## src/rtl/instr_fetch.sv

```systemverilog
// instr_fetch: comp16 fetch stage; reads instruction words over a req/ack memory port and queues {word, addr} for decode.
// Latency: mem_req 1 cycle after the issue edge; ir_valid and incr 1 cycle after the mem_ack edge; 3 cycles per word with zero-wait memory.
// Backpressure: issue is credit-gated (buffered + in-flight < depth); INSTR_FETCH_PREFETCH_EN selects depth 2, otherwise depth 1.
module instr_fetch #(
    parameter int DATA_W = 16,
    parameter int ADDR_W = 16
) (
    input  logic              clk,
    input  logic              rst,
    input  logic [ADDR_W-1:0] pc_in,
    output logic              incr,
    input  logic              flush,
    output logic              mem_req,
    output logic [ADDR_W-1:0] mem_addr,
    input  logic              mem_ack,
    input  logic [DATA_W-1:0] mem_rdata,
    output logic              ir_valid,
    input  logic              ir_ready,
    output logic [DATA_W-1:0] ir_out,
    output logic [ADDR_W-1:0] ir_pc
);

`ifdef INSTR_FETCH_PREFETCH_EN
    localparam logic [1:0] DEPTH = 2'd2;
`else
    localparam logic [1:0] DEPTH = 2'd1;
`endif

    typedef enum logic [1:0] {
        IDLE   = 2'd0,
        REQ    = 2'd1,
        WAITPC = 2'd2
    } state_t;

    state_t      state;
    state_t      state_nxt;
    logic [1:0]  count;
    logic        drop;
    logic        pc_ready;
    logic        issue;
    logic        ack_in;
    logic        push;
    logic        pop;
    logic [1:0]  count_after_pop;

`ifdef INSTR_FETCH_PREFETCH_EN
    logic [DATA_W-1:0] slot_word;
    logic [ADDR_W-1:0] slot_addr;
`endif

    // The head entry lives directly in ir_out/ir_pc, so valid is just "buffer not empty".
    assign ir_valid = (count != 2'd0);

    // State register.
    always_ff @(posedge clk) begin
        if (rst) begin
            state <= IDLE;
        end else begin
            state <= state_nxt;
        end
    end

    // Next-state and per-cycle control decode; a pop in the same cycle frees a slot for issue.
    always_comb begin
        state_nxt       = state;
        issue           = 1'b0;
        ack_in          = 1'b0;
        push            = 1'b0;
        pop             = ir_valid && ir_ready && !flush;
        count_after_pop = count - {1'b0, pop};
        case (state)
            IDLE: begin
                if ((count_after_pop < DEPTH) && pc_ready && !flush) begin
                    issue     = 1'b1;
                    state_nxt = REQ;
                end
            end
            REQ: begin
                if (mem_ack) begin
                    ack_in    = 1'b1;
                    push      = !drop && !flush;
                    state_nxt = WAITPC;
                end
            end
            WAITPC: begin
                state_nxt = IDLE;
            end
            default: begin
                state_nxt = IDLE;
            end
        endcase
    end

    // Memory request: address captured at issue and held until the ack.
    always_ff @(posedge clk) begin
        if (rst) begin
            mem_req  <= 1'b0;
            mem_addr <= '0;
        end else if (issue) begin
            mem_req  <= 1'b1;
            mem_addr <= pc_in;
        end else if (ack_in) begin
            mem_req  <= 1'b0;
        end
    end

    // PC advance pulse; pc_ready blocks sampling pc_in until the PC has applied the increment.
    always_ff @(posedge clk) begin
        if (rst) begin
            incr     <= 1'b0;
            pc_ready <= 1'b1;
        end else begin
            incr <= push;
            if (push) begin
                pc_ready <= 1'b0;
            end else if (incr) begin
                pc_ready <= 1'b1;
            end
        end
    end

    // Drop flag: a flush during REQ cannot cancel the request, so the word it returns is discarded.
    always_ff @(posedge clk) begin
        if (rst) begin
            drop <= 1'b0;
        end else if (ack_in) begin
            drop <= 1'b0;
        end else if (flush && (state == REQ)) begin
            drop <= 1'b1;
        end
    end

    // Instruction buffer: head in ir_out/ir_pc, optional second slot behind it; flush empties it.
    always_ff @(posedge clk) begin
        if (rst) begin
            count  <= 2'd0;
            ir_out <= '0;
            ir_pc  <= '0;
`ifdef INSTR_FETCH_PREFETCH_EN
            slot_word <= '0;
            slot_addr <= '0;
`endif
        end else if (flush) begin
            count  <= 2'd0;
            ir_out <= '0;
            ir_pc  <= '0;
        end else begin
            case ({push, pop})
`ifdef INSTR_FETCH_PREFETCH_EN
                2'b10: begin
                    if (count == 2'd0) begin
                        ir_out <= mem_rdata;
                        ir_pc  <= mem_addr;
                    end else begin
                        slot_word <= mem_rdata;
                        slot_addr <= mem_addr;
                    end
                    count <= count + 2'd1;
                end
                2'b01: begin
                    if (count == 2'd2) begin
                        ir_out <= slot_word;
                        ir_pc  <= slot_addr;
                    end
                    count <= count - 2'd1;
                end
                2'b11: begin
                    if (count == 2'd1) begin
                        ir_out <= mem_rdata;
                        ir_pc  <= mem_addr;
                    end else begin
                        ir_out    <= slot_word;
                        ir_pc     <= slot_addr;
                        slot_word <= mem_rdata;
                        slot_addr <= mem_addr;
                    end
                end
`else
                2'b10: begin
                    ir_out <= mem_rdata;
                    ir_pc  <= mem_addr;
                    count  <= 2'd1;
                end
                2'b01: begin
                    count <= 2'd0;
                end
                2'b11: begin
                    ir_out <= mem_rdata;
                    ir_pc  <= mem_addr;
                end
`endif
                default: begin
                end
            endcase
        end
    end

endmodule

```

## config.mk

```make
export PLATFORM = sky130hd
export DESIGN_NAME = instr_fetch
export DESIGN_NICKNAME = d
export VERILOG_FILES = /design/src/rtl/instr_fetch.sv
export SDC_FILE = /design/constraint.sdc
export NUM_CORES = 1
export LEC_CHECK = 0
export ABC_AREA = 0
export CAP_MARGIN = 20
export CORE_ASPECT_RATIO = 1.1
export CORE_UTILIZATION = 40
export CTS_CLUSTER_SIZE = 16
export DETAILED_ROUTE_END_ITERATION = 12
export PLACE_DENSITY = 0.78
export SLEW_MARGIN = 20
export SYNTH_ARGS = -nofsm -noshare
export SYNTH_HDL_FRONTEND = slang
export SYNTH_SLANG_ARGS = --single-unit
```

## constraint.sdc

```tcl
create_clock -name clk -period 4.16 [get_ports clk]
set_clock_uncertainty 0.15 [all_clocks]
set_input_delay 0.832 -clock clk [delete_from_list [all_inputs] [get_ports clk]]
set_output_delay 0.832 -clock clk [all_outputs]
set_load 0.03 [all_outputs]
```

# --- Word-level counts from Yosys, hierarchy flattened ---
# Index checks and enable logic that the tools add are counted.
word_totals:
  mem_count: 0
  ramBits: 0
  ff_bits: 56
  inputBits: 37
  word_cells: 48
  latch_bits: 0
  rom_bits: 0
op_classes:
  muxes: 14
  n_lt_le_gt_ge: 1
  shift: 0
  eq_ne: 6
  multipliers: 0
  reduce_logical: 17
  div_mod_pow: 0
  add_sub_neg: 1
  bitwise_logic: 0
op_table:
  columns: ["op", "n"]
  rows:
  - ["$mux W1", 10]
  - ["$pmux W2 S2", 2]
  - ["$reduce_bool A2 Y1", 4]
  - ["$logic_and A1 B1 Y1", 6]
  - ["$reduce_or A2 Y1", 3]
  - ["$eq A2 B1 Y1 const B", 2]
  - ["$eq A2 B2 Y1 const B", 2]
  - ["$mux W2", 2]
  - ["$ne A2 B2 Y1 const B", 2]
  - ["$logic_not A1 Y1", 2]
  - ["$logic_not A2 Y1", 1]
  - ["$lt A2 B1 Y1 const B", 1]
  - ["$reduce_and A2 Y1", 1]
  - ["$sub A2 B1 Y2", 1]

# --- Depth between registers and ports, before layout ---
logic_depth:
  depth_word: 10
  ltp_mapped: 7
  depth_no_buf: 6

# --- Least setup slack after synthesis ---
# OpenSTA, ideal clock, no wires.
synth_path:
  path_type: "input -> register"
  startpoint: "in mem_ack"
  endpoint: "reg count[0]"
  setup_slack_ns: 2.188
  arrival_ns: 1.695
  required_ns: 3.882
  n_path_buf: 1
  cell_stages: 6
  setup_time_ns: 0.128
  cell_sequence: "and4bb_2 -> clkbuf_2 -> nand2b_1 -> ha_1 -> a21oi_1 -> nor2_1"
synth_between:
  elab_chain_cells: 4
synth_rtl:
  columns: ["item", "line_no", "source"]
  rows:
  - ["start, declared", "15", "input logic mem_ack,"]
  - ["$mux W1 (*)", "79", "if (mem_ack) begin"]
  - ["$mux W1 (*)", "71", "case (state)"]
  - ["$eq A2 B1 Y1 or $eq A2 B2 Y1 (tied branches)", "148", "case ({push, pop})"]
  - ["$pmux W2 S2 or $reduce_bool A2 Y1 (tied branches)", null, null]
  - ["end signal, assigned", "136", "count <= 2'd0;"]
  - ["end signal, assigned", "144", "count <= 2'd0;"]
  - ["end signal, assigned", "182", "count <= 2'd1;"]
  - ["end, declared", "37", "logic [1:0] count;"]
# Every way passes the cells marked *; elsewhere a longest branch is shown, timed or not. The select of a mux whose other input is x is not followed.
# A chain may end at the register's enable or synchronous reset.

# --- Worst setup path in the final report ---
layout_path:
  startpoint: "in mem_ack"
  endpoint: "reg ir_pc[5]"
layout_between:
  elab_chain_cells: 4
layout_rtl:
  columns: ["item", "line_no", "source"]
  rows:
  - ["$mux W1 (*)", "79", null]
  - ["$mux W1 (*)", "71", null]
  - ["$eq A2 B2 Y1", "148", null]
  - ["$reduce_or A2 Y1 (no source line) (*)", null, null]
  - ["end signal, assigned", "181", "ir_pc <= mem_addr;"]
  - ["end signal, assigned", "189", "ir_pc <= mem_addr;"]
  - ["end, declared", "20", "output logic [ADDR_W-1:0] ir_pc"]
# Every way passes the cells marked *; elsewhere a longest branch is shown, timed or not.

==> flow_summary.json <==
{
  "status": "finished clean",
  "ff2ff_setup_slack_ps": 2300,
  "ioPinCount": 88,
  "die_x_um": 71.7,
  "irDropWorstVdd_mv": 0.189,
  "row_count": 27,
  "switchingPower_mw": 0.262,
  "syn_nets": 280,
  "vias": 1797,
  "synth_edf_count": 0,
  "synth_top_area_share_pct": 51.6,
  "cts.path.max_buffers": 2,
  "pwr-share-comb_pct": 16.8,
  "setup_violations": 0,
  "power.share.clock_pct": 28.5,
  "numCtsBuffers": 5,
  "cp_cell_sequence": "clkdlybuf4s50_1 > nand4bb_2 > nand2_1 > a21oi_1",
  "maxCapViolations": 0,
  "n_fill_cell": 479,
  "wire_per_inst_um": 12.5,
  "multi_input_area_um2": 931,
  "grt_pass1_wl_um": 7510,
  "synth.avg_cell_area_um2": 8.83,
  "synthDistinctLibCells": 25,
  "nets": 359,
  "drive_above_1_share_pct": 4.67,
  "tns_ps": 0,
  "cp.arrival_ps": 2470,
  "port_buffers": 87,
  "first_iter_violations": 65,
  "antenna_found_initial": 0,
  "grtUsageTotal_pct": 17.2,
  "fin_area_um2": 3090,
  "grt-ovfl-total": 0,
  "clkSinkCount": 55,
  "leakagePower_nw": 1.06,
  "crit_slowest_cell": "nand4bb_2",
  "htree_levels": 2,
  "slowest_delay_ps": 710,
  "cp_max_fo": 34,
  "ys_top_cells_by_area": "dfxtp_1, nand2_1, nand2b_1",
  "antenna_left": 0,
  "insertedDiodeCount": 0,
  "clkTransAtPathRegs_ps": 90,
  "drv_slew": 0,
  "maxSlewHeadroom_pct": 41.2,
  "cts_setup_buffers": 0,
  "internal_power_mw": 0.762,
  "clock.fmax_ghz": 0.406,
  "cts_tree": "done",
  "tightest_slew_ps": 882,
  "worstPathRequired_ps": 4170,
  "cp_top_family": "simple AND/OR/NAND/NOR gates",
  "cts_root_buffer": "clkbuf_8",
  "synth-main-ff-cell": "dfxtp_1",
  "seq_area_frac_synth_pct": 51.6,
  "sequentialPowerShare_pct": 54.6,
  "hold_violations": 0,
  "synth-seq-cells": 55,
  "yosysWarnings": 0,
  "synth_top_area_cell": "dfxtp_1",
  "dpl_cell_area_um2": 3000,
  "endpoint_kind": "flop",
  "dieArea_um2": 5640,
  "critPathLaunchType": "input port",
  "criticalPathCategory": "in2reg",
  "vias_per_cell": 4.74,
  "area_growth_pct": 44.6,
  "cp_num_buf_inv": 1,
  "place_congestion": 0.676,
  "regArea_um2": 1100,
  "cts_hold_buf": 0,
  "netlist_area_um2": 2140,
  "min_path_type": "reg2reg",
  "finalWirelength_um": 4740,
  "start_util_pct": 42.1,
  "syn_inst": 242,
  "drc": 0,
  "post_cts_resize_count": 0,
  "die_y_um": 78.6,
  "grt_pass1_vias": 1643,
  "coreArea_um2": 5070,
  "dr.pass1.iters": 4,
  "rsz0062_at_grt": "false",
  "post-route-period-util_pct": 59.2,
  "synth-async-reset-ratio_pct": 0,
  "dpl.hpwl_um": 3210,
  "clk_latency_ps": 300,
  "p_sw_share_pct": 25.5,
  "pwr_density_cell_nw_per_um2": 331,
  "period_minus_slack_ps": 2460,
  "grt_max_degree": 39
}
## final timing paths
path,from,endpoint,cells past startpoint
max,mem_ack,ir_pc[5]$_SDFFE_PP0P_,4
min,ir_pc[2]$_SDFFE_PP0P_,ir_pc[2]$_SDFFE_PP0P_,2
max reg2reg,state[1]$_SDFFE_PP0P_,ir_pc[5]$_SDFFE_PP0P_,3
min reg2reg,ir_pc[2]$_SDFFE_PP0P_,ir_pc[2]$_SDFFE_PP0P_,2
## metal layers
metal,vias up,routed length (um),GRT usage [%]
met1,812,2070,20.5
li1,936,-,-
met5,-,0,0
met4,0,43,5.88
met2,47,2420,29.8
met3,2,199,4.36
## power by group through the flow
| stage | Combinational (mW) | Sequential, mW | Clock [mW] |
|---|---|---|---|
| floorplan | 0.0682 | 0.602 | 0 |
| global placement | 0.173 | 0.571 | 0 |
| detailed placement | 0.174 | 0.571 | 0 |
| CTS | 0.175 | 0.559 | 0.301 |
| global route | 0.186 | 0.562 | 0.317 |
| finish | 0.173 | 0.559 | 0.292 |
## Yosys cell counts (4+ instances only)
cell type	number
a21oi_1	36
buf_2	7
clkbuf_1	7
dfxtp_1	55
mux2i_1	16
nand2_1	65
nand2b_1	35
nor2_1	4
## per-stage QoR
step	hold slack (ps)	setup slack (ps)	power [mW]	utilization (%)	std cells
after detailed placement	298	1320	0.746	59.2	372
after CTS	311	1670	1.04	61.0	379
after floorplan	306	2190	0.670	-	242
after global placement	292	1360	0.744	59.2	372
final	307	1700	1.02	61.0	379
after global routing	325	1520	1.06	61.0	379
## logic make-up after synthesis
logic type / Yosys count / share of synthesized area, %
DFF: 55 / 51.6
AOI/OAI and AO/OA: 40 / 9.67
muxes: 16 / 7.50
and+or+nand+nor: 111 / 25.6
buffers and inverters: 19 / 5.10
adders and majority gates: 1 / 0.586
## layout make-up
type / instances / share of cell area [%]
clock buffer: 6 / 2.67
clock inverter: 1 / 0.162
inverter: 1 / 0.122
multi-input combinational: 168 / 30.1
sequential: 55 / 35.6
tap: 58 / 2.35
timing repair buffer: 90 / 28.9
## placed cells by master, fill, tap and decap left out, drive strengths merged
cell type,n
o21ai,1
nand2b,35
clkinv,1
a21oi,36
clkdlybuf4s50,87
o21a,1
or2,1
nand4bb,1
clkbuf,6
nand3b,1
dfxtp,55
inv,1
ha,1
nor2,4
nand2,65
and4bb,1
mux2i,16
a211oi,1
nor3b,1
o22ai,1
and2b,1
nor4b,1
buf,3
## registers in the layout (all words and copies together) (netlist names), 2 cells and up
name,count
mem_addr,16
ir_out,16
state,2
ir_pc,16
## worst register-to-register path: cells and delay by family (launching register included)
kind,cells,cell delay [ps]
flip-flops,1,350
AND/OR/NAND/NOR,2,1120
AO/OA/AOI/OAI,1,90
Note: power is estimated with default switching activity, not from simulation.
==> edit: new RTL, config.mk and constraints unchanged <==
The option `INSTR_FETCH_PREFETCH_EN` is turned on by a define.
--- a/src/rtl/instr_fetch.sv
+++ b/src/rtl/instr_fetch.sv
@@ -2,4 +2,6 @@
 // Latency: mem_req 1 cycle after the issue edge; ir_valid and incr 1 cycle after the mem_ack edge; 3 cycles per word with zero-wait memory.
 // Backpressure: issue is credit-gated (buffered + in-flight < depth); INSTR_FETCH_PREFETCH_EN selects depth 2, otherwise depth 1.
+`define INSTR_FETCH_PREFETCH_EN
+
 module instr_fetch #(
     parameter int DATA_W = 16,
Formal check against the unedited RTL: not equivalent (a bounded check fails within 10 cycles, from zero or initial values and one cycle with rst high).
==> edit against the unedited design <==
Cell count up 60%. Sequential cell count up 33. Area after synthesis up 73%. Cell area up 56%. Setup slack worse by 1100 ps. Critical path type unchanged. Count of clock-buffer cells in the layout up 6. Power up 67%. Wire length up 96%.
==> edit: results (changes against the unedited design) <==
Placement
  – Placed wire-length estimate: 6030 um (+88%)
  – Count of input and output buffers: 87 (unchanged)
  – Total instance count after detailed placement: 590 (+59%)
  – Post-DP Area: 4610 um^2 (+54%)
  – Final weighted congestion in routability-driven placement: 0.778 (+15%)
  – Post-placement worst setup slack: 308 ps (-1020 ps)

Layout
  – Total inserted antenna cells: 0 (unchanged)
  – Ratio of cells with drive above 1 in the final layout: 12.8% (+8.1 points)
  – Number of inserted filler cells in the final layout: 828 (+73%)
  – Final Net Count: 531 (+48%)

GRT
  – Maximum number of pins on one net before global-route repair: 55 (+41%)
  – First-pass GRT wire length: 14900 um (+98%)
  – Via count of the first global-routing pass: 3105 (+89%)
  – Global Route Usage Sum: 19.9% (+2.7 points)
  – Antenna violations before repair: 0 (unchanged)

Clock tree
  – Number of buffers on the longest clock path: 2 (unchanged)
  – Depth of the CTS H-tree: 3 (+1)
  – Clock edge transition at the registers on the reported setup and hold paths: ~80 ps
  – Clock latency reported for the late side of the worst-skew pair: 350 ps (+50 ps)
  – Number of buffers created by CTS: 9 (+4)

Synthesis
  – Average instance area after synthesis: 8.96 um^2 (+1.6%)
  – Most frequent cells after synthesis: sky130_fd_sc_hd__dfxtp_1, sky130_fd_sc_hd__nand2_1, sky130_fd_sc_hd__a21oi_1
  – Largest cells by area after synthesis: sky130_fd_sc_hd__dfxtp_1, sky130_fd_sc_hd__a221oi_2, sky130_fd_sc_hd__nand2_1
  – Number of unique standard cell types used by synthesis: 32 (+28%)
  – Mapped Nets: 457 (+63%)
  – Portion of synthesized cell area occupied by the leading cell type: 47.6% (-4.0 points)
  – Primary FF master, synth: sky130_fd_sc_hd__dfxtp_1
  – Seq/Total Area, Yosys: 47.6% (-4.0 points)

Worst setup path
  – Arrival time at the worst endpoint: 3580 ps (+1110 ps)
  – Most numerous cell on the critical path: sky130_fd_sc_hd__nor2_1
  – Crit path max fanout: 32 (-5.9%)
  – Standard cell with the maximum stage delay on the critical path: sky130_fd_sc_hd__or3_2
  – Critical path's largest stage delay: 820 ps (+110 ps)
  – Kind of cell adding the most delay to the critical path: simple AND/OR/NAND/NOR gates

Pwr
  – Clk. pwr: 0.595 mW (+100%)
  – Sw Pwr: 0.447 mW (+71%)
  – Leak pwr: 1.67 nW (+57%)
  – P_comb: 0.226 mW (+31%)
  – Worst vdd rail ir drop: 143 uV (-24%)
  – Switch share: 26.2% (+0.63 points)

Route
  – Number of vias after detailed routing: 3257 (+81%)
  – Number of nets with antenna violations after routing: 0 (unchanged)
  – Initial drt markers: 150 (+130%)
  – First-pass DRT Iterations: 4 (unchanged)
  – Via-per-instance ratio: 5.37 (+13%)
  – Routed WL per cell: 15.3 um (+23%)

Hold path
  – Worst min-delay path category: register to register

Timing
  – Worst slew margin relative to its limit: 34.5% (-6.6 points)

Run status
  – Status: complete, no violations
==> edit: kinds of logic after synthesis <==
kind of cell	count (synthesis)	share of synthesized area (%)
xor gates and xnor gates	4	1.15
adders and majority gates	7	2.37
and+or+nand+nor	170	20.5
AOI/OAI and AO/OA	106	23.1
buffers and inverters	38	5.27
DFF	88	47.6
==> edit: cell type report <==
class	count	area [um^2]	share of cell area (%)
tap	114	143	2.96
inverter	5	18.8	0.390
multi-input combinational	287	1760	36.5
clock inverter	4	52.6	1.09
timing repair buffer	96	933	19.4
clock buffer	12	145	3.02
sequential	88	1760	36.6
==> edit: layer usage <==
| metal | vias up | wire (um) | GRT usage (%) | part of all wire, % |
|---|---|---|---|---|
| met2 | 101 | 4420 | 33.2 | 48 |
| met5 | - | 0 | 0 | 0 |
| met1 | 1537 | 4160 | 24.6 | 45 |
| met4 | 0 | 200 | 9.47 | 2.2 |
| li1 | 1601 | - | - | - |
| met3 | 18 | 501 | 4.13 | 5.4 |
==> edit: path summary, 6_finish.rpt <==
kind / depth (start not counted) / to / slack (ps) / startpoint
worst max-delay path: 10 / ir_out[14]$_SDFFE_PP0P_ / 640 / flush
worst min-delay path: 2 / slot_word[14]$_SDFFE_PP0P_ / 310 / slot_word[14]$_SDFFE_PP0P_
worst max register to register: 9 / ir_out[14]$_SDFFE_PP0P_ / 1020 / count[1]$_SDFFE_PP0P_
worst min register to register: 2 / slot_word[14]$_SDFFE_PP0P_ / 310 / slot_word[14]$_SDFFE_PP0P_
==> edit: worst min-delay path: cells and delay by family (launching register included) <==
family | cells | cell delay (ps)
flip-flops | 1 | 320
AND/OR/NAND/NOR | 1 | 50
AO/OA/AOI/OAI | 1 | 50
